File: src/rtl/bubblesort_result_compactor_pkg.sv
// Shared types and MISR step function for the bubblesort result compactor.
// MISR words are carried at a fixed maximum width and masked to the live width.
package compactor_pkg;

  typedef enum logic {
    IDLE = 1'b0,
    FOLD = 1'b1
  } cmp_state_t;

  localparam logic [55:0] DEFAULT_POLY = 56'h80_0000_0000_0095;

  localparam int MISR_MAX_W = 64;
  localparam int MISR_IDX_W = 6;

  typedef logic [MISR_MAX_W-1:0] misr_word_t;

  // One MISR step at width w: shift left, XOR taps when the MSB leaves, XOR in the slice.
  function automatic misr_word_t misr_next(input misr_word_t misr,
                                           input misr_word_t slice,
                                           input misr_word_t poly,
                                           input int         w);
    misr_word_t mask;
    mask = {MISR_MAX_W{1'b1}} >> (MISR_MAX_W - w);
    return ((misr << 1) & mask) ^ (misr[MISR_IDX_W'(w - 1)] ? poly : '0) ^ slice;
  endfunction

endpackage

File: src/rtl/bubblesort_result_compactor_misr_slice_sel.sv
// Combinational NSLICE:1 mux picking the result slice folded this cycle.
module misr_slice_sel
  import compactor_pkg::*;
#(
  parameter int DATA_W  = 392,
  parameter int SLICE_W = 56,
  parameter int NSLICE  = DATA_W / SLICE_W,
  parameter int IDX_W   = 3
) (
  input  logic [DATA_W-1:0]  data,
  input  logic [IDX_W-1:0]   idx,
  output logic [SLICE_W-1:0] slice
);

  always_comb begin
    slice = '0;
    for (int i = 0; i < NSLICE; i++) begin
      if (idx == IDX_W'(i)) slice = data[i*SLICE_W +: SLICE_W];
    end
  end

endmodule

File: src/rtl/bubblesort_result_compactor.sv
// Captures the sorter result on each done rising edge and folds it, one slice
// per clock, into a MISR; exposes signature, fold count and overrun flag.
module bubblesort_result_compactor
  import compactor_pkg::*;
#(
  parameter int                 DATA_W  = 392,
  parameter int                 SLICE_W = 56,
  parameter logic [SLICE_W-1:0] POLY    = DEFAULT_POLY,
  parameter logic [SLICE_W-1:0] SEED    = '0
) (
  input  logic               clk,
  input  logic               rst,
  input  logic [DATA_W-1:0]  readdata_i,
  input  logic               done_i,
  input  logic               clear_i,
  output logic [SLICE_W-1:0] signature_o,
  output logic               sig_valid_o,
  output logic [15:0]        count_o,
  output logic               busy_o,
  output logic               overrun_o
);

  localparam int NSLICE = DATA_W / SLICE_W;
  localparam int IDX_W  = (NSLICE > 1) ? $clog2(NSLICE) : 1;

  cmp_state_t         state;
  logic               done_q;
  logic               rise;
  logic [IDX_W-1:0]   idx;
  logic [DATA_W-1:0]  shadow;
  logic [SLICE_W-1:0] misr;
  logic [SLICE_W-1:0] slice;
  logic [SLICE_W-1:0] misr_nxt;

  function automatic logic [15:0] count_sat_inc(input logic [15:0] v);
    return (v == 16'hFFFF) ? v : v + 16'd1;
  endfunction

  assign rise        = done_i & ~done_q;
  assign signature_o = misr;

  misr_slice_sel #(
    .DATA_W  (DATA_W),
    .SLICE_W (SLICE_W),
    .NSLICE  (NSLICE),
    .IDX_W   (IDX_W)
  ) u_slice_sel (
    .data  (shadow),
    .idx   (idx),
    .slice (slice)
  );

  assign misr_nxt = SLICE_W'(misr_next(misr_word_t'(misr), misr_word_t'(slice),
                                       misr_word_t'(POLY), SLICE_W));

  always_ff @(posedge clk or negedge rst) begin
    if (!rst) begin
      state       <= IDLE;
      done_q      <= 1'b0;
      idx         <= '0;
      shadow      <= '0;
      misr        <= SEED;
      sig_valid_o <= 1'b0;
      count_o     <= '0;
      busy_o      <= 1'b0;
      overrun_o   <= 1'b0;
    end else begin
      done_q      <= done_i;
      sig_valid_o <= 1'b0;
      if (clear_i) begin
        // Clear aborts any fold and ignores an edge arriving this cycle.
        state     <= IDLE;
        misr      <= SEED;
        count_o   <= '0;
        overrun_o <= 1'b0;
        busy_o    <= 1'b0;
      end else begin
        case (state)
          IDLE: begin
            if (rise) begin
              shadow <= readdata_i;
              idx    <= '0;
              state  <= FOLD;
              busy_o <= 1'b1;
            end
          end
          FOLD: begin
            misr <= misr_nxt;
            if (rise) overrun_o <= 1'b1;
            if (idx == IDX_W'(NSLICE - 1)) begin
              state       <= IDLE;
              busy_o      <= 1'b0;
              idx         <= '0;
              count_o     <= count_sat_inc(count_o);
              sig_valid_o <= 1'b1;
            end else begin
              idx <= idx + IDX_W'(1);
            end
          end
          default: state <= IDLE;
        endcase
      end
    end
  end

endmodule

File: config.mk
export PLATFORM = sky130hd
export DESIGN_NAME = bubblesort_result_compactor
export DESIGN_NICKNAME = d
export VERILOG_FILES = /design/src/rtl/bubblesort_result_compactor_pkg.sv /design/src/rtl/bubblesort_result_compactor_misr_slice_sel.sv /design/src/rtl/bubblesort_result_compactor.sv
export SDC_FILE = /design/constraint.sdc
export NUM_CORES = 1
export LEC_CHECK = 0
export BUFFER_PORTS_ARGS = -buffer_cell sky130_fd_sc_hd__buf_2
export CAP_MARGIN = 20
export CORE_UTILIZATION = 50
export CTS_CLUSTER_DIAMETER = 40
export DETAILED_ROUTE_END_ITERATION = 16
export GPL_TIMING_DRIVEN = 0
export PLACE_DENSITY_LB_ADDON = 0.3
export SLEW_MARGIN = 20
export SYNTH_ARGS = -nofsm -noshare
export SYNTH_HDL_FRONTEND = slang
export SYNTH_SLANG_ARGS = --single-unit
File: constraint.sdc
create_clock -name clk -period 2.8 [get_ports clk]
set_input_delay 0 -clock clk [delete_from_list [all_inputs] [get_ports clk]]
set_output_delay 0 -clock clk [all_outputs]
set_load 0.005 [all_outputs]
==> tab_implementation.tex, run 1 <==
\begin{tabular}{lr}
\hline
Metric & Value \\
\hline
\multicolumn{2}{l}{\textbf{Drt}} \\
\quad Number of vias in the routed layout & 21472 \\
\quad Wire per inst & 28.77 microns \\
\quad Antenna viol nets, final & 0 \\
\quad Total iterations of the first detailed-routing run & 8 \\
\quad Final WL & $\sim$100000 microns \\
\quad Initial DRC Count & 2166 \\
\quad Post-DR vias/cell & 6.299 \\
\quad Detailed-route DRC error count & 0 \\
\multicolumn{2}{l}{\textbf{Timing}} \\
\quad Total count of hold-check failures in the final report & 2 \\
\quad Number of max-slew violations in the final report & 0 \\
\quad Slew Limit Headroom & 35.22\% \\
\quad Period utilisation layout & 100.2\% \\
\quad Final number of setup-violating endpoints & 1 \\
\quad Max Clk Rate & 0.3566 GHz \\
\quad RSZ-0062 raised after global routing & no \\
\quad Sum Neg Setup Slack & -0.004218 ns \\
\quad Min cycle time layout & 2.804 ns \\
\quad Maximum clock skew at final layout & 0.02341 ns \\
\quad Pin slew with the least headroom to its limit & 0.9706 ns \\
\quad Post-route worst setup slack & -0.004218 ns \\
\quad Hold\_ws & -0.001068 ns \\
\multicolumn{2}{l}{\textbf{Die}} \\
\quad Die Outline Area & between 40000 and 50000 sq um \\
\quad Number of rows in the core area & 76 \\
\quad Ports placed on the boundary & 471 \\
\quad Effective utilization at floorplan & 51.13\% \\
\quad Die extent in y & between 200 and 250 microns \\
\quad Core Region & around 43000 sq um \\
\quad Width of the die & around 210 microns \\
\multicolumn{2}{l}{\textbf{Yosys}} \\
\quad Instance count of the mapped netlist & 1881 \\
\quad Most common flop cell mapped by yosys & dfrtp\_1 \\
\quad Yosys warns & 0 \\
\quad Async set or reset register ratio after synthesis & 100.0\% \\
\quad Proportion of netlist area held by the largest area contributor & 48.66\% \\
\quad Most area-consuming cells after synthesis & dfrtp\_1, mux2\_2, mux2i\_1 \\
\quad Mapped Area & 22220 sq um \\
\quad Post-synthesis average cell area & between 10 and 15 sq um \\
\quad Count of state elements after synthesis & 432 \\
\quad Count of distinct cell types in the synthesized netlist & 73 \\
\quad Area leader, netlist & dfrtp\_1 \\
\quad Part of the Yosys area used for sequential elements & between 40\% and 50\% \\
\quad Number of flops mapped to enable cells by yosys & 0 \\
\multicolumn{2}{l}{\textbf{GRT}} \\
\quad Maximum number of pins on one net before global-route repair & 95 \\
\quad Vias in the first global route & 22576 \\
\quad Antenna violations before repair & 10 \\
\quad Wire length of the first global-routing pass & 140700 microns \\
\quad Aggregate global-route resource usage & 43.09\% \\
\quad Total gr overflow & 0 \\
\multicolumn{2}{l}{\textbf{Job}} \\
\quad Number of maximum-capacitance violations & 0 \\
\multicolumn{2}{l}{\textbf{Clock tree}} \\
\quad Post-CTS clock slew at the launch and capture registers of the worst setup and hold paths & 0.06 ns \\
\quad Skew-Pair Late Insertion Delay & 0.61 ns \\
\quad Cts bufs inserted & 72 \\
\quad TritonCTS clock tree & done \\
\quad Clock Path Buffers & 3 \\
\quad Root Buffer & clkbuf\_16 \\
\quad H-tree depth & 3 \\
\quad CTS sink cnt & 432 \\
\multicolumn{2}{l}{\textbf{Layout}} \\
\quad Most frequent cells in the layout & buf\_2, dfrtp\_1, mux2\_2 \\
\quad Fraction of final layout cells with drive strength greater than 1 & 40.55\% \\
\quad Fillcell total & 2791 \\
\quad Final design utilization & 73.55\% \\
\quad Layout Cell Area excl Fill & $\sim$32000 sq um \\
\quad Final \#Nets & 3155 \\
\quad Combined area of the multi-input logic cells & 10950 sq um \\
\quad Register area & approximately 11000 sq um \\
\quad Leading cell type in the layout, fill and taps excluded & buf\_2 \\
\quad Final standard cell count with taps included and fillers excluded & roughly 3400 \\
\quad Syn-to-layout area delta & 43.85\% \\
\multicolumn{2}{l}{\textbf{Setup path}} \\
\quad Origin of the critical flop-to-flop path & idx[0] \\
\quad Cell breakdown of the critical path & buf\_4, buf\_2, buf\_1, buf\_1, o22ai\_1, o21ai\_0, a32o\_1 \\
\quad Setup CP Type & reg -> reg \\
\quad Critical path's slowest cell & buf\_1 \\
\quad CP endpoint kind & flip-flop \\
\quad Setup slack on the worst flop-to-flop path & -0.004 ns \\
\quad Delay of the slowest critical-path stage & 0.67 ns \\
\quad CP most frequent cell & buf\_1 \\
\quad Endpoint of the lowest-slack register-to-register path & signature\_o[54] \\
\quad Reg2Reg Depth & 7 \\
\quad Crit-path max FO & 10 \\
\quad Launching element type of the critical path & flip-flop \\
\quad Arrival time of data at the critical path endpoint & 3.34 ns \\
\quad Required arrival time at the worst endpoint & 3.34 ns \\
\multicolumn{2}{l}{\textbf{Power}} \\
\quad Final total power & 24.68 mW \\
\quad Largest voltage drop on the vdd net & 0.0005296 V \\
\quad LEAKAGE & about 14 nW \\
\quad Power density cells & 772.1 nW/um\^{}2 \\
\multicolumn{2}{l}{\textbf{Placed design}} \\
\quad Area of placed instances & 25260 sq um \\
\quad Number of buffers inserted by port buffering & 429 \\
\quad Placer congestion estimate & 0.9667 \\
\quad Final HPWL DP & 63190 microns \\
\quad Worst setup slack before clock tree synthesis & -1.300 ns \\
\quad Cell total after placement & 2904 \\
\multicolumn{2}{l}{\textbf{Run status}} \\
\quad Result of the run & complete, but fails checks \\
\quad Violations in the final reports & negative hold slack, negative setup slack \\
\multicolumn{2}{l}{\textbf{Hold path}} \\
\quad Worst hold-check path type & in -> async \\
\hline
\end{tabular}
metal layers:
layer | part of all wire [%] | GRT usage [%] | vias up
met3 | 9.9 | 11.19 | 468
met4 | 8.4 | 32.77 | 4
li1 | - | - | 8776
met1 | 36 | 51.37 | 10694
met2 | 45 | 66.98 | 1530
met5 | 0.023 | 0 | -
critical path, delay by kind of cell, from the launching register on:
kind / cells / cell delay, ns
AOI/OAI and AO/OA: 3 / 0.68
buffers and inverters: 4 / 1.73
DFF: 1 / 0.33
sequential cells by signal, summed over array words and instances (netlist names):
register	flops
busy_o	1
count_o	16
done_q	1
idx	3
overrun_o	1
shadow	357
sig_valid_o	1
signature_o	51
state	1
layout make-up:
type / count / area share, %
Sequential cell: 432 / 33.83
Clock inverter: 47 / 1.554
Inverter: 41 / 0.5402
Clock buffer: 84 / 6.197
Tap cell: 585 / 2.290
Buffer: 150 / 2.635
Antenna cell: 10 / 0.07830
Timing Repair Buffer: 799 / 18.61
Multi-Input combinational cell: 1261 / 34.26
power breakdown:
| group | total (mW) | internal, mW | switching, mW | leakage [nW] |
|---|---|---|---|---|
| clock | 9.19 | 5.70 | 3.48 | 1.19 |
| combinational | 6.89 | 3.16 | 3.74 | 7.52 |
| sequential | 8.60 | 7.56 | 1.04 | 5.25 |
| total | 24.7 | 16.4 | 8.26 | 14.0 |
worst max-delay path by stage:
stage	start	endpoint	slack, ns	cells past startpoint
6_report	idx[0]	signature_o[54]	-0.004	7
5_1_grt	idx[0]	signature_o[54]	0.02	7
4_1_cts	idx[1]	signature_o[1]	0.002	11
3_5_place_dp	idx[1]	signature_o[10]	-1.30	10
3_3_place_gp	rst	shadow[303]	-6.95	1
2_1_floorplan	idx[1]	signature_o[50]	0.27	11
logic make-up after synthesis:
group,Yosys count,synth area share (%)
flip-flops,432,48.66
multiplexers,450,22.49
AO/OA/AOI/OAI,369,12.96
adder cells (fa/ha/maj),2,0.1126
XOR/XNOR,14,0.5519
buffers and inverters,192,3.970
AND/OR/NAND/NOR,421,11.24
other,1,0.01688
cells in the mapped netlist, types with 14 or more instances:
cell type	n
nand2_1	70
dfrtp_1	432
o2111ai_1	14
nand3b_1	29
a21boi_0	33
a21oi_1	29
o21ai_0	57
nand4b_1	16
o211a_1	17
a31oi_1	28
a2111oi_0	16
xor2_1	14
nor4_1	15
o221a_2	16
o32ai_1	19
mux2i_1	56
clkbuf_1	55
buf_2	75
inv_1	38
a211oi_1	20
mux2_2	390
nor2_1	80
nand2b_1	50
a311oi_1	33
nor2b_1	72
repair_timing:
action,4_1_cts,5_1_grt
endpoints found under the setup margin,61,51
buffers inserted,1,3
gates resized for setup,98,21
pin swaps,3,2
hold buffers,361,0
hold endpoints to repair,563,0
Power figures use the tool's default switching activity.
==> run 2: changes to the inputs <==
CORE_UTILIZATION = 55   (was 50)
==> run 2 against run 1 <==
- the run ends with negative setup slack left
- sequential share of layout area grew 0.19 points
- register-to-register slack hardly changed
- clock skew rose by 0.0013 ns
- global-route usage increased by 6.2 points
- count of clock-buffer cells in the layout is 4 lower
- total power shrank 0.45%
- worst hold slack better by 0.087 ns
- core utilization increased by 6.3 points
- critical path depth is the same
- first-iteration DRC count rose by 33%
- worst setup slack worse by 0.010 ns
- clock power decreased by 3.3%
- critical endpoint is now signature_o[12]
- largest cell class unchanged
- largest power group unchanged
- highest routed layer unchanged
==> tab_implementation.tex, run 2 (same netlist as run 1, synthesis figures left out) <==
\begin{tabular}{lr}
\hline
Metric & Value \\
\hline
\multicolumn{2}{l}{\textbf{Run status}} \\
\quad Result of the run & complete, but fails checks \\
\quad Violations in the final reports & negative setup slack \\
\multicolumn{2}{l}{\textbf{Clock tree}} \\
\quad Post-CTS clock slew at the launch and capture registers of the worst setup and hold paths & 0.05 ns (about the same) \\
\quad H-tree depth & 3 (unchanged) \\
\quad CTS sink cnt & 432 (unchanged) \\
\quad Clock Path Buffers & 3 (unchanged) \\
\quad Skew-Pair Late Insertion Delay & 0.61 ns (about the same) \\
\quad Cts bufs inserted & 70 (-2.8\%) \\
\quad TritonCTS clock tree & done \\
\quad Root Buffer & clkbuf\_16 \\
\multicolumn{2}{l}{\textbf{Timing}} \\
\quad Number of max-slew violations in the final report & 0 (unchanged) \\
\quad Period utilisation layout & 100.5\% (+0.36 points) \\
\quad Pin slew with the least headroom to its limit & 0.9521 ns (-0.01847 ns) \\
\quad Min cycle time layout & 2.814 ns (+0.01020 ns) \\
\quad Max Clk Rate & 0.3553 GHz (-0.36\%) \\
\quad RSZ-0062 raised after global routing & no \\
\quad Maximum clock skew at final layout & 0.02474 ns (+0.001328 ns) \\
\quad Post-route worst setup slack & -0.01442 ns (-0.01020 ns) \\
\quad Total count of hold-check failures in the final report & 0 (-2) \\
\quad Sum Neg Setup Slack & -0.01442 ns (-0.01020 ns) \\
\quad Final number of setup-violating endpoints & 1 (unchanged) \\
\quad Slew Limit Headroom & 36.52\% (+1.3 points) \\
\multicolumn{2}{l}{\textbf{GRT}} \\
\quad Total gr overflow & 0 (unchanged) \\
\quad Wire length of the first global-routing pass & 146700 microns (+4.3\%) \\
\quad Vias in the first global route & 22982 (+1.8\%) \\
\quad Aggregate global-route resource usage & 49.32\% (+6.2 points) \\
\quad Maximum number of pins on one net before global-route repair & 101 (+6.3\%) \\
\quad Antenna violations before repair & 13 (+3) \\
\multicolumn{2}{l}{\textbf{Die}} \\
\quad Die extent in y & 203.0 microns (-4.6\%) \\
\quad Number of rows in the core area & 73 (-3.9\%) \\
\quad Ports placed on the boundary & 471 (unchanged) \\
\quad Width of the die & 203.0 microns (-4.6\%) \\
\quad Effective utilization at floorplan & 55.79\% (+4.7 points) \\
\quad Core Region & 39820 sq um (-8.4\%) \\
\quad Die Outline Area & 41200 sq um (-9.0\%) \\
\multicolumn{2}{l}{\textbf{Layout}} \\
\quad Most frequent cells in the layout & buf\_2, dfrtp\_1, mux2\_2 \\
\quad Final standard cell count with taps included and fillers excluded & 3353 (-1.6\%) \\
\quad Syn-to-layout area delta & 43.05\% \\
\quad Max reg flops & 357 (unchanged) \\
\quad Final \#Nets & 3158 (+0.095\%) \\
\quad Leading cell type in the layout, fill and taps excluded & buf\_2 \\
\quad Fraction of final layout cells with drive strength greater than 1 & 40.38\% (-0.17 points) \\
\quad Register with the highest flop count & shadow \\
\multicolumn{2}{l}{\textbf{Setup path}} \\
\quad CP bufs+invs & 3 (-1) \\
\quad Crit-path max FO & 10 (unchanged) \\
\quad Launching element type of the critical path & flip-flop \\
\quad Origin of the critical flop-to-flop path & idx[0] \\
\quad Setup CP Type & reg -> reg \\
\quad Reg2Reg Depth & 7 (unchanged) \\
\quad Arrival time of data at the critical path endpoint & 3.28 ns (-0.06 ns) \\
\quad CP most frequent cell & buf\_2 \\
\quad Required arrival time at the worst endpoint & 3.27 ns (-0.07 ns) \\
\quad Endpoint of the lowest-slack register-to-register path & signature\_o[12] \\
\quad Delay of the slowest critical-path stage & 0.69 ns (+0.02 ns) \\
\quad Delay-heaviest family, CP & buffers and inverters \\
\quad Critical path's slowest cell & mux2i\_1 \\
\quad Setup slack on the worst flop-to-flop path & -0.01 ns (about the same) \\
\quad Beginning of the critical path & idx[0] \\
\quad Cell breakdown of the critical path & buf\_4, buf\_2, buf\_2, mux2i\_1, nand2\_1, o2111ai\_1, or3b\_1 \\
\quad CP endpoint kind & flip-flop \\
\multicolumn{2}{l}{\textbf{Drt}} \\
\quad Wire per inst & 30.13 microns (+4.7\%) \\
\quad Post-DR vias/cell & 6.612 (+5.0\%) \\
\quad Number of vias in the routed layout & 22169 (+3.2\%) \\
\quad Antenna viol nets, final & 0 (unchanged) \\
\quad Initial DRC Count & 2891 (+33\%) \\
\quad Total iterations of the first detailed-routing run & 6 (-2) \\
\quad Detailed-route DRC error count & 0 (unchanged) \\
\quad Final WL & 101000 microns (+3.0\%) \\
\multicolumn{2}{l}{\textbf{Hold path}} \\
\quad Worst Hold End & done\_q \\
\quad Number of cells on the worst hold path & 2 \\
\quad Source of the worst hold timing path & done\_i \\
\quad Worst hold-check path type & in -> reg \\
\multicolumn{2}{l}{\textbf{Job}} \\
\quad Number of maximum-capacitance violations & 0 (unchanged) \\
\multicolumn{2}{l}{\textbf{Placed design}} \\
\quad Placer congestion estimate & 0.9870 (+2.1\%) \\
\quad Cell total after placement & 2845 (-2.0\%) \\
\quad Worst setup slack before clock tree synthesis & -1.248 ns (+0.05115 ns) \\
\quad Final HPWL DP & 61180 microns (-3.2\%) \\
\quad Number of buffers inserted by port buffering & 429 (unchanged) \\
\multicolumn{2}{l}{\textbf{Power}} \\
\quad LEAKAGE & 13.95 nW (about the same) \\
\quad Final total power & 24.57 mW (-0.45\%) \\
\quad Largest voltage drop on the vdd net & 0.0005770 V (+9.0\%) \\
\quad Power density cells & 772.9 nW/um\^{}2 (+0.11\%) \\
\hline
\end{tabular}
run 2: changes by cell type in the layout (fill, tap and decap cells not counted), moves of 4 or more:
cell,before,now
buf_6,11,7
buf_4,16,22
clkinvlp_4,14,10
inv_6,12,19
clkinv_2,9,5
run 2: routing by layer:
metal	wire, microns	up-vias	global-route usage [%]
met3	12340	638	16.20
met5	20	-	0
met1	34590	10783	57.05
li1	-	8799	-
met4	9825	4	40.76
met2	44240	1945	74.68
run 2: repair_timing:
item | 4_1_cts | 5_1_grt
hold buffers | 362 | 0
gates resized for setup | 88 | 16
buffers inserted | 3 | 6
hold endpoints to repair | 508 | 0
endpoints found under the setup margin | 52 | 196
pin swaps | 2 | 2
run 2: report_power, final:
| part | switching, mW | internal [mW] |
|---|---|---|
| clock network | 3.57 | 5.32 |
| logic | 3.88 | 3.15 |
| registers | 1.10 | 7.55 |
| total | 8.54 | 16.0 |
run 2: metrics by stage:
stage          hold slack, ns  instance area (sq um)  util [%]
2_1_floorplan         -0.2956                  22230         -
3_3_place_gp           0.1356                  25040     62.87
3_5_place_dp         -0.08086                  25210     63.31
4_1_cts               0.07650                  31670     79.52
5_1_grt               0.08700                  31770     79.78
6_report              0.08633                  31780     79.81
run 2: final cells by class:
class | count | area (sq um)
multi-input combinational | 1261 | 10880
antenna | 12 | 30.03
tap | 525 | 656.9
sequential | 432 | 10810
clock buffer | 80 | 1872
fill | 2308 | 8041
inverter | 41 | 177.7
buffer | 148 | 817.0
clock inverter | 48 | 500.5
timing repair buffer | 806 | 6031
run 2: worst max-delay path by stage:
stage	slack [ns]	end	cells after the start
finish	-0.01	signature_o[12]	7
global route	0.0005	signature_o[9]	10
CTS	0.005	signature_o[5]	11
detailed placement	-1.25	signature_o[16]	10
global placement	-6.91	shadow[244]	1
floorplan	0.27	signature_o[50]	11
